## src/rtl/binary_counter_part_param_if.sv

```systemverilog
`default_nettype none
// +----------------------------------------------------------------------------+
// | Module      : binary_counter_part_param_if                                 |
// | Description : Control and status bundle for the parametrised counter.      |
// | Revision    : 1.0 - initial release                                        |
// +----------------------------------------------------------------------------+
interface binary_counter_part_param_if #(
  parameter int SIZE = 4
);
  logic            enable;
  logic            up_dn;
  logic            load;
  logic [SIZE-1:0] data_in;
  logic            clear;
  logic [SIZE-1:0] count;
  logic            tc;
  logic            wrap;
  logic            sat;
  logic            busy;

  modport master (
    output enable, up_dn, load, data_in, clear,
    input  count, tc, wrap, sat, busy
  );

  modport slave (
    input  enable, up_dn, load, data_in, clear,
    output count, tc, wrap, sat, busy
  );
endinterface
`default_nettype wire

```

## src/rtl/binary_counter_part_param.sv

```systemverilog
`default_nettype none
// +----------------------------------------------------------------------------+
// | Module      : binary_counter_part_param                                    |
// | Description : Up/down modulo counter split into control FSM and datapath,  |
// |               with load/clear and wrap-or-saturate boundary handling.      |
// | Revision    : 1.0 - initial release                                        |
// +----------------------------------------------------------------------------+
module binary_counter_part_param #(
  parameter int SIZE     = 4,
  parameter int MODULUS  = 16,
  parameter bit SATURATE = 1'b0
) (
  input  wire                          clk,
  input  wire                          rst,
  binary_counter_part_param_if.slave   bus
);

  localparam logic [SIZE-1:0] c_max     = SIZE'(MODULUS - 1);
  localparam logic [SIZE-1:0] c_zero    = '0;
  localparam logic [SIZE-1:0] c_one     = SIZE'(1);
  localparam logic [SIZE:0]   c_mod_ext = (SIZE+1)'(MODULUS);

  typedef enum logic [1:0] {
    S_IDLE = 2'd0,
    S_RUN  = 2'd1,
    S_SAT  = 2'd2
  } state_t;

  state_t          r_state;
  logic            r_busy;
  logic            r_sat;
  logic [SIZE-1:0] r_count;
  logic            r_wrap;

  // control-unit outputs towards the datapath
  logic            w_clr;
  logic            w_ld;
  logic            w_step;
  logic            w_dir;

  // datapath status towards the control unit
  logic            w_at_max;
  logic            w_at_zero;
  logic            w_bound;
  logic            w_sat_hit;
  logic            w_wrap_hit;
  logic [SIZE-1:0] w_ld_val;

  // ---------------------------------------------------------------- control
  assign w_clr  = bus.clear;
  assign w_ld   = !bus.clear && bus.load;
  assign w_step = !bus.clear && !bus.load && bus.enable && (r_state != S_SAT);
  assign w_dir  = bus.up_dn;

  always_ff @(posedge clk or posedge rst) begin
    if (rst) begin
      r_state <= S_IDLE;
      r_busy  <= 1'b0;
      r_sat   <= 1'b0;
    end else if (w_clr || w_ld) begin
      r_state <= S_IDLE;
      r_busy  <= 1'b0;
      r_sat   <= 1'b0;
    end else begin
      case (r_state)
        S_IDLE, S_RUN: begin
          if (bus.enable && w_sat_hit) begin
            r_state <= S_SAT;
            r_busy  <= 1'b0;
            r_sat   <= 1'b1;
          end else if (bus.enable) begin
            r_state <= S_RUN;
            r_busy  <= 1'b1;
            r_sat   <= 1'b0;
          end else begin
            r_state <= S_IDLE;
            r_busy  <= 1'b0;
            r_sat   <= 1'b0;
          end
        end
        S_SAT: begin
          r_state <= S_SAT;
          r_busy  <= 1'b0;
          r_sat   <= 1'b1;
        end
        default: begin
          r_state <= S_IDLE;
          r_busy  <= 1'b0;
          r_sat   <= 1'b0;
        end
      endcase
    end
  end

  // --------------------------------------------------------------- datapath
  assign w_at_max  = (r_count == c_max);
  assign w_at_zero = (r_count == c_zero);
  assign w_bound   = w_dir ? w_at_max : w_at_zero;
  // data_in is widened by one bit so MODULUS = 2**SIZE still compares correctly
  assign w_ld_val  = ({1'b0, bus.data_in} >= c_mod_ext) ? c_max : bus.data_in;

  generate
    if (SATURATE) begin : g_saturate
      assign w_sat_hit  = w_step && w_bound;
      assign w_wrap_hit = 1'b0;
    end else begin : g_wrap
      assign w_sat_hit  = 1'b0;
      assign w_wrap_hit = w_step && w_bound;
    end
  endgenerate

  always_ff @(posedge clk or posedge rst) begin
    if (rst) begin
      r_count <= '0;
      r_wrap  <= 1'b0;
    end else begin
      r_wrap <= 1'b0;
      if (w_clr) begin
        r_count <= '0;
      end else if (w_ld) begin
        r_count <= w_ld_val;
      end else if (w_wrap_hit) begin
        r_count <= w_dir ? c_zero : c_max;
        r_wrap  <= 1'b1;
      end else if (w_step && !w_bound) begin
        r_count <= w_dir ? (r_count + c_one) : (r_count - c_one);
      end
    end
  end

  assign bus.count = r_count;
  assign bus.wrap  = r_wrap;
  assign bus.sat   = r_sat;
  assign bus.busy  = r_busy;
  assign bus.tc    = (bus.up_dn && w_at_max) || (!bus.up_dn && w_at_zero);

endmodule
`default_nettype wire

```

## src/flat_wrapper.sv

```systemverilog
// flat-port wrapper written by rule: the top's interface ports become plain ports
module binary_counter_part_param_flat 
#(
  parameter int SIZE     = 4,
  parameter int MODULUS  = 16,
  parameter bit SATURATE = 1'b0
)
  (clk, rst, bus_enable, bus_up_dn, bus_load, bus_data_in, bus_clear, bus_count, bus_tc, bus_wrap, bus_sat, bus_busy);
  binary_counter_part_param_if #(.SIZE(SIZE)) bus_i ();
  input  wire clk;
  input  wire rst;
  input wire logic [$bits(bus_i.enable)-1:0] bus_enable;
  input wire logic [$bits(bus_i.up_dn)-1:0] bus_up_dn;
  input wire logic [$bits(bus_i.load)-1:0] bus_load;
  input wire logic [$bits(bus_i.data_in)-1:0] bus_data_in;
  input wire logic [$bits(bus_i.clear)-1:0] bus_clear;
  output wire logic [$bits(bus_i.count)-1:0] bus_count;
  output wire logic [$bits(bus_i.tc)-1:0] bus_tc;
  output wire logic [$bits(bus_i.wrap)-1:0] bus_wrap;
  output wire logic [$bits(bus_i.sat)-1:0] bus_sat;
  output wire logic [$bits(bus_i.busy)-1:0] bus_busy;
  assign bus_i.enable = bus_enable;
  assign bus_i.up_dn = bus_up_dn;
  assign bus_i.load = bus_load;
  assign bus_i.data_in = bus_data_in;
  assign bus_i.clear = bus_clear;
  assign bus_count = bus_i.count;
  assign bus_tc = bus_i.tc;
  assign bus_wrap = bus_i.wrap;
  assign bus_sat = bus_i.sat;
  assign bus_busy = bus_i.busy;
  binary_counter_part_param #(.SIZE(SIZE), .MODULUS(MODULUS), .SATURATE(SATURATE)) u_core (.clk(clk), .rst(rst), .bus(bus_i));
endmodule
```

## config.mk

```make
export PLATFORM = sky130hd
export DESIGN_NAME = binary_counter_part_param_flat
export DESIGN_NICKNAME = d
export VERILOG_FILES = /design/src/rtl/binary_counter_part_param_if.sv /design/src/rtl/binary_counter_part_param.sv /design/src/flat_wrapper.sv
export SDC_FILE = /design/constraint.sdc
export NUM_CORES = 1
export LEC_CHECK = 0
export ABC_CLOCK_PERIOD_IN_PS = 4100
export BUFFER_PORTS_ARGS = -buffer_cell sky130_fd_sc_hd__buf_2
export CAP_MARGIN = 20
export CORE_AREA = 2 2 39 41
export CTS_BUF_LIST = sky130_fd_sc_hd__clkbuf_8
export CTS_CLUSTER_SIZE = 20
export DETAILED_ROUTE_END_ITERATION = 12
export DIE_AREA = 0 0 41 43
export PLACE_DENSITY = 0.71
export SLEW_MARGIN = 15
export SYNTH_ARGS = -nofsm -noshare
export SYNTH_HDL_FRONTEND = slang
export SYNTH_SLANG_ARGS = --single-unit
```

## constraint.sdc

```tcl
create_clock -name clk -period 4.1 [get_ports clk]
set_input_delay 0.205 -clock clk [delete_from_list [all_inputs] [get_ports clk]]
set_output_delay 0.205 -clock clk [all_outputs]
set_load 0.02 [all_outputs]
```

==> impl_metrics.csv <==
group,metric,value,unit
outcome,run_status,"complete, no violations",
sta,fmax,590,MHz
sta,slew_headroom,0.787,
routing,avgViaCountPerCell,5.34,
run,cap_violations,0,
sta,rsz0062_at_grt,"false",
clocking,cts_sinks,8,
sta,fin_crit_sh,0.414,
clocking,htree_levels,1,
pwr,clockPowerShare,0.348,
placement,dp.cells,93,
synthesis,synth_area_leader_cell,"dfrtp_1",
floorplan,die_area,1760,um^2
synthesis,synthDistinctLibCells,26,
routing,drc,0,
pwr,p_switching,88.7,uW
sta,clock_skew,0.00221,ns
synthesis,synth-async-reset-ratio,1.00,
pwr,ir_drop,0.172,mV
synthesis,synth_edf_count,0,
synthesis,avgSynthCellArea,8.96,um^2
routing,totalWireLength,1.34,mm
placement,port_buffers,17,
sta,finalSetupViolCount,0,
pwr,totalPowerFinal,276,uW
floorplan,coreArea,1380,um^2
routing,ant_nets,0,
synthesis,yosysWarnings,0,
pwr,leakage,0.000342,uW
routing,post_drt_wl_per_cell,13.8,um
pwr,switching_share,0.321,
worst_setup_path,arrival,1.49,ns
floorplan,row_count,14,
synthesis,ys_ff_latch,8,
placement,dp_hpwl,985,um
final_layout,layout_commonest_cell,"buf_2",
synthesis,synth-seq-area-share,0.366,
sta,tightest_slew,0.320,ns
synthesis,synth_flop_cell,"dfrtp_1",
synthesis,synth_area,547,um^2
worst_setup_path,startpoint_type,"flop",
synthesis,synth_fp_nets,74,
floorplan,top_level_ports,18,
clocking,ctsLongestPathBuffers,2,
pwr,pwr-share-seq,0.344,
sta,fin_crit,1.70,ns
worst_setup_path,crit_fanout,7,
clocking,cts_setup_buffers,0,
placement,place.gp.congestion,0.823,
final_layout,mostFrequentLayoutCells,"17 x buf_2, 8 x dfrtp_1, 7 x nand2_1",
grt,overflow,0,
final_layout,stdcell_count,97,
final_layout,layout.nets,96,
clocking,cts_root_buf,"clkbuf_8",
sta,drv_slew,0,
clocking,cts_tree,"built",
grt,grt_max_degree,9,
floorplan,start_util,0.395,
worst_setup_path,end_kind,"output pin",
synthesis,synthCells,61,
floorplan,die_w,41,um
synthesis,synth.area.top_cells,"dfrtp_1 37%, nand2_1 4.8%, xnor2_1 4.8%",
final_layout,antenna_cells,0,
synthesis,synth_top_area_frac,0.366,
sta,hold_viol,0,
floorplan,die_h,43,um
routing,drtIter0Drc,11,
routing,drt-pass1-iter-count,4,
grt,grt_pass1_vias,455,
worst_setup_path,path_class,"reg2out",
min_path,hold_path.class,"in2reg",
worst_setup_path,worst_ep_required_time,3.89,ns
pwr,p_per_area,395,nW/um^2
final_layout,drive_above_1_share,0.333,
routing,vias,518,
grt,grt_pass1_wl,1.99,mm
sta,setup_tns,0,ns
pwr,cell_internal_pwr,187,uW
pwr,pwr-share-comb,0.308,
clocking,clkLatencyLatePin,0.23,ns
final_layout,area_delta_synth_final,27.7,%
grt,antenna_found_initial,0,
clocking,numCtsBuffers,3,
clocking,path_clk_slew,0.04,ns
grt,grt_util_all_layers,0.170,
==> cells in the mapped netlist (2+ instances only) <==
cell and count:
nand2_1 7, a21oi_1 5, xnor2_1 3, or2_2 2, o311ai_1 2, inv_1 5
nor2_1 6, ha_1 2, dfrtp_1 8, o21a_1 3, a31oi_1 2, nand3_1 2
==> layout make-up <==
type                       count  area [um^2]
multi-input combinational     47          323
timing repair buffer          18         95.1
inverter                       5         18.8
sequential                     8          200
clock buffer                   3         41.3
fill                         132          686
tap                           16         20.0
==> kinds of logic (layout without fill, tap and decap cells) <==
| family | after synthesis | after routing | share of synthesized area |
|---|---|---|---|
| AND/OR/NAND/NOR | 24 | 24 | 0.229 |
| buffers and inverters | 6 | 26 | 0.0435 |
| XOR/XNOR | 3 | 3 | 0.0481 |
| adder cells (fa/ha/maj) | 3 | 3 | 0.0824 |
| AO/OA/AOI/OAI | 17 | 17 | 0.231 |
| flip-flops | 8 | 8 | 0.366 |
==> worst max-delay path: stages (launching register included) <==
cell and delay, ns:
dfrtp_1 0.45, or3_4 0.42, o22ai_4 0.19, buf_2 0.20
==> layer usage <==
| metal | wire length, um | GRT usage | up-vias | share of wire |
|---|---|---|---|---|
| met4 | 32 | 0.0467 | 0 | 0.024 |
| met5 | 0 | 0 | - | 0 |
| li1 | - | - | 252 | - |
| met2 | 714 | 0.291 | 21 | 0.53 |
| met1 | 507 | 0.182 | 241 | 0.38 |
| met3 | 82 | 0.0681 | 4 | 0.061 |
==> registers in the layout (all words and copies together) (netlist names) <==
name and count:
u_core.bus.sat 1, u_core.bus.count 4, u_core.r_state 2, u_core.bus.wrap 1
==> per-stage QoR <==
step	instance area, um^2	hold slack [ns]	utilization	worst slack (ns)
final	698	0.261	0.505	2.40
after global routing	698	0.275	0.505	2.32
after CTS	698	0.257	0.505	2.41
after detailed placement	647	0.174	0.467	2.41
after global placement	647	0.168	0.467	2.48
after floorplan	547	0.0207	-	2.42
==> worst paths after layout <==
| check | from | endpoint | slack, ns | depth (start not counted) |
|---|---|---|---|---|
| setup / recovery | u_core.bus.count[0] | bus_tc | 2.40 | 3 |
| hold / removal | bus_data_in[2] | u_core.bus.count[2] | 0.26 | 3 |
| setup reg to reg | u_core.bus.count[1] | u_core.bus.count[3] | 2.42 | 6 |
| hold reg to reg | u_core.r_state[1] | u_core.r_state[0] | 0.50 | 1 |
| max in group asynchronous | rst | u_core.bus.count[2] | 3.39 | 3 |
| min in group asynchronous | rst | u_core.r_state[0] | 0.47 | 3 |
==> power groups by stage <==
stage | Sequential [uW] | Clock, uW | Combinational, uW
after floorplan | 102 | 0 | 53.1
after global placement | 95.4 | 0 | 82.0
after detailed placement | 96.2 | 0 | 84.2
after CTS | 95.0 | 97.0 | 85.7
after global routing | 95.9 | 102 | 92.8
final | 94.9 | 95.9 | 85.1
==> what timing repair did <==
item / 4_1_cts / 5_1_grt
hold buffers: 1 / 0
endpoints found under the hold margin: 8 / 0
resized for setup: 0 / 0
(Power assumes the default switching activity.)
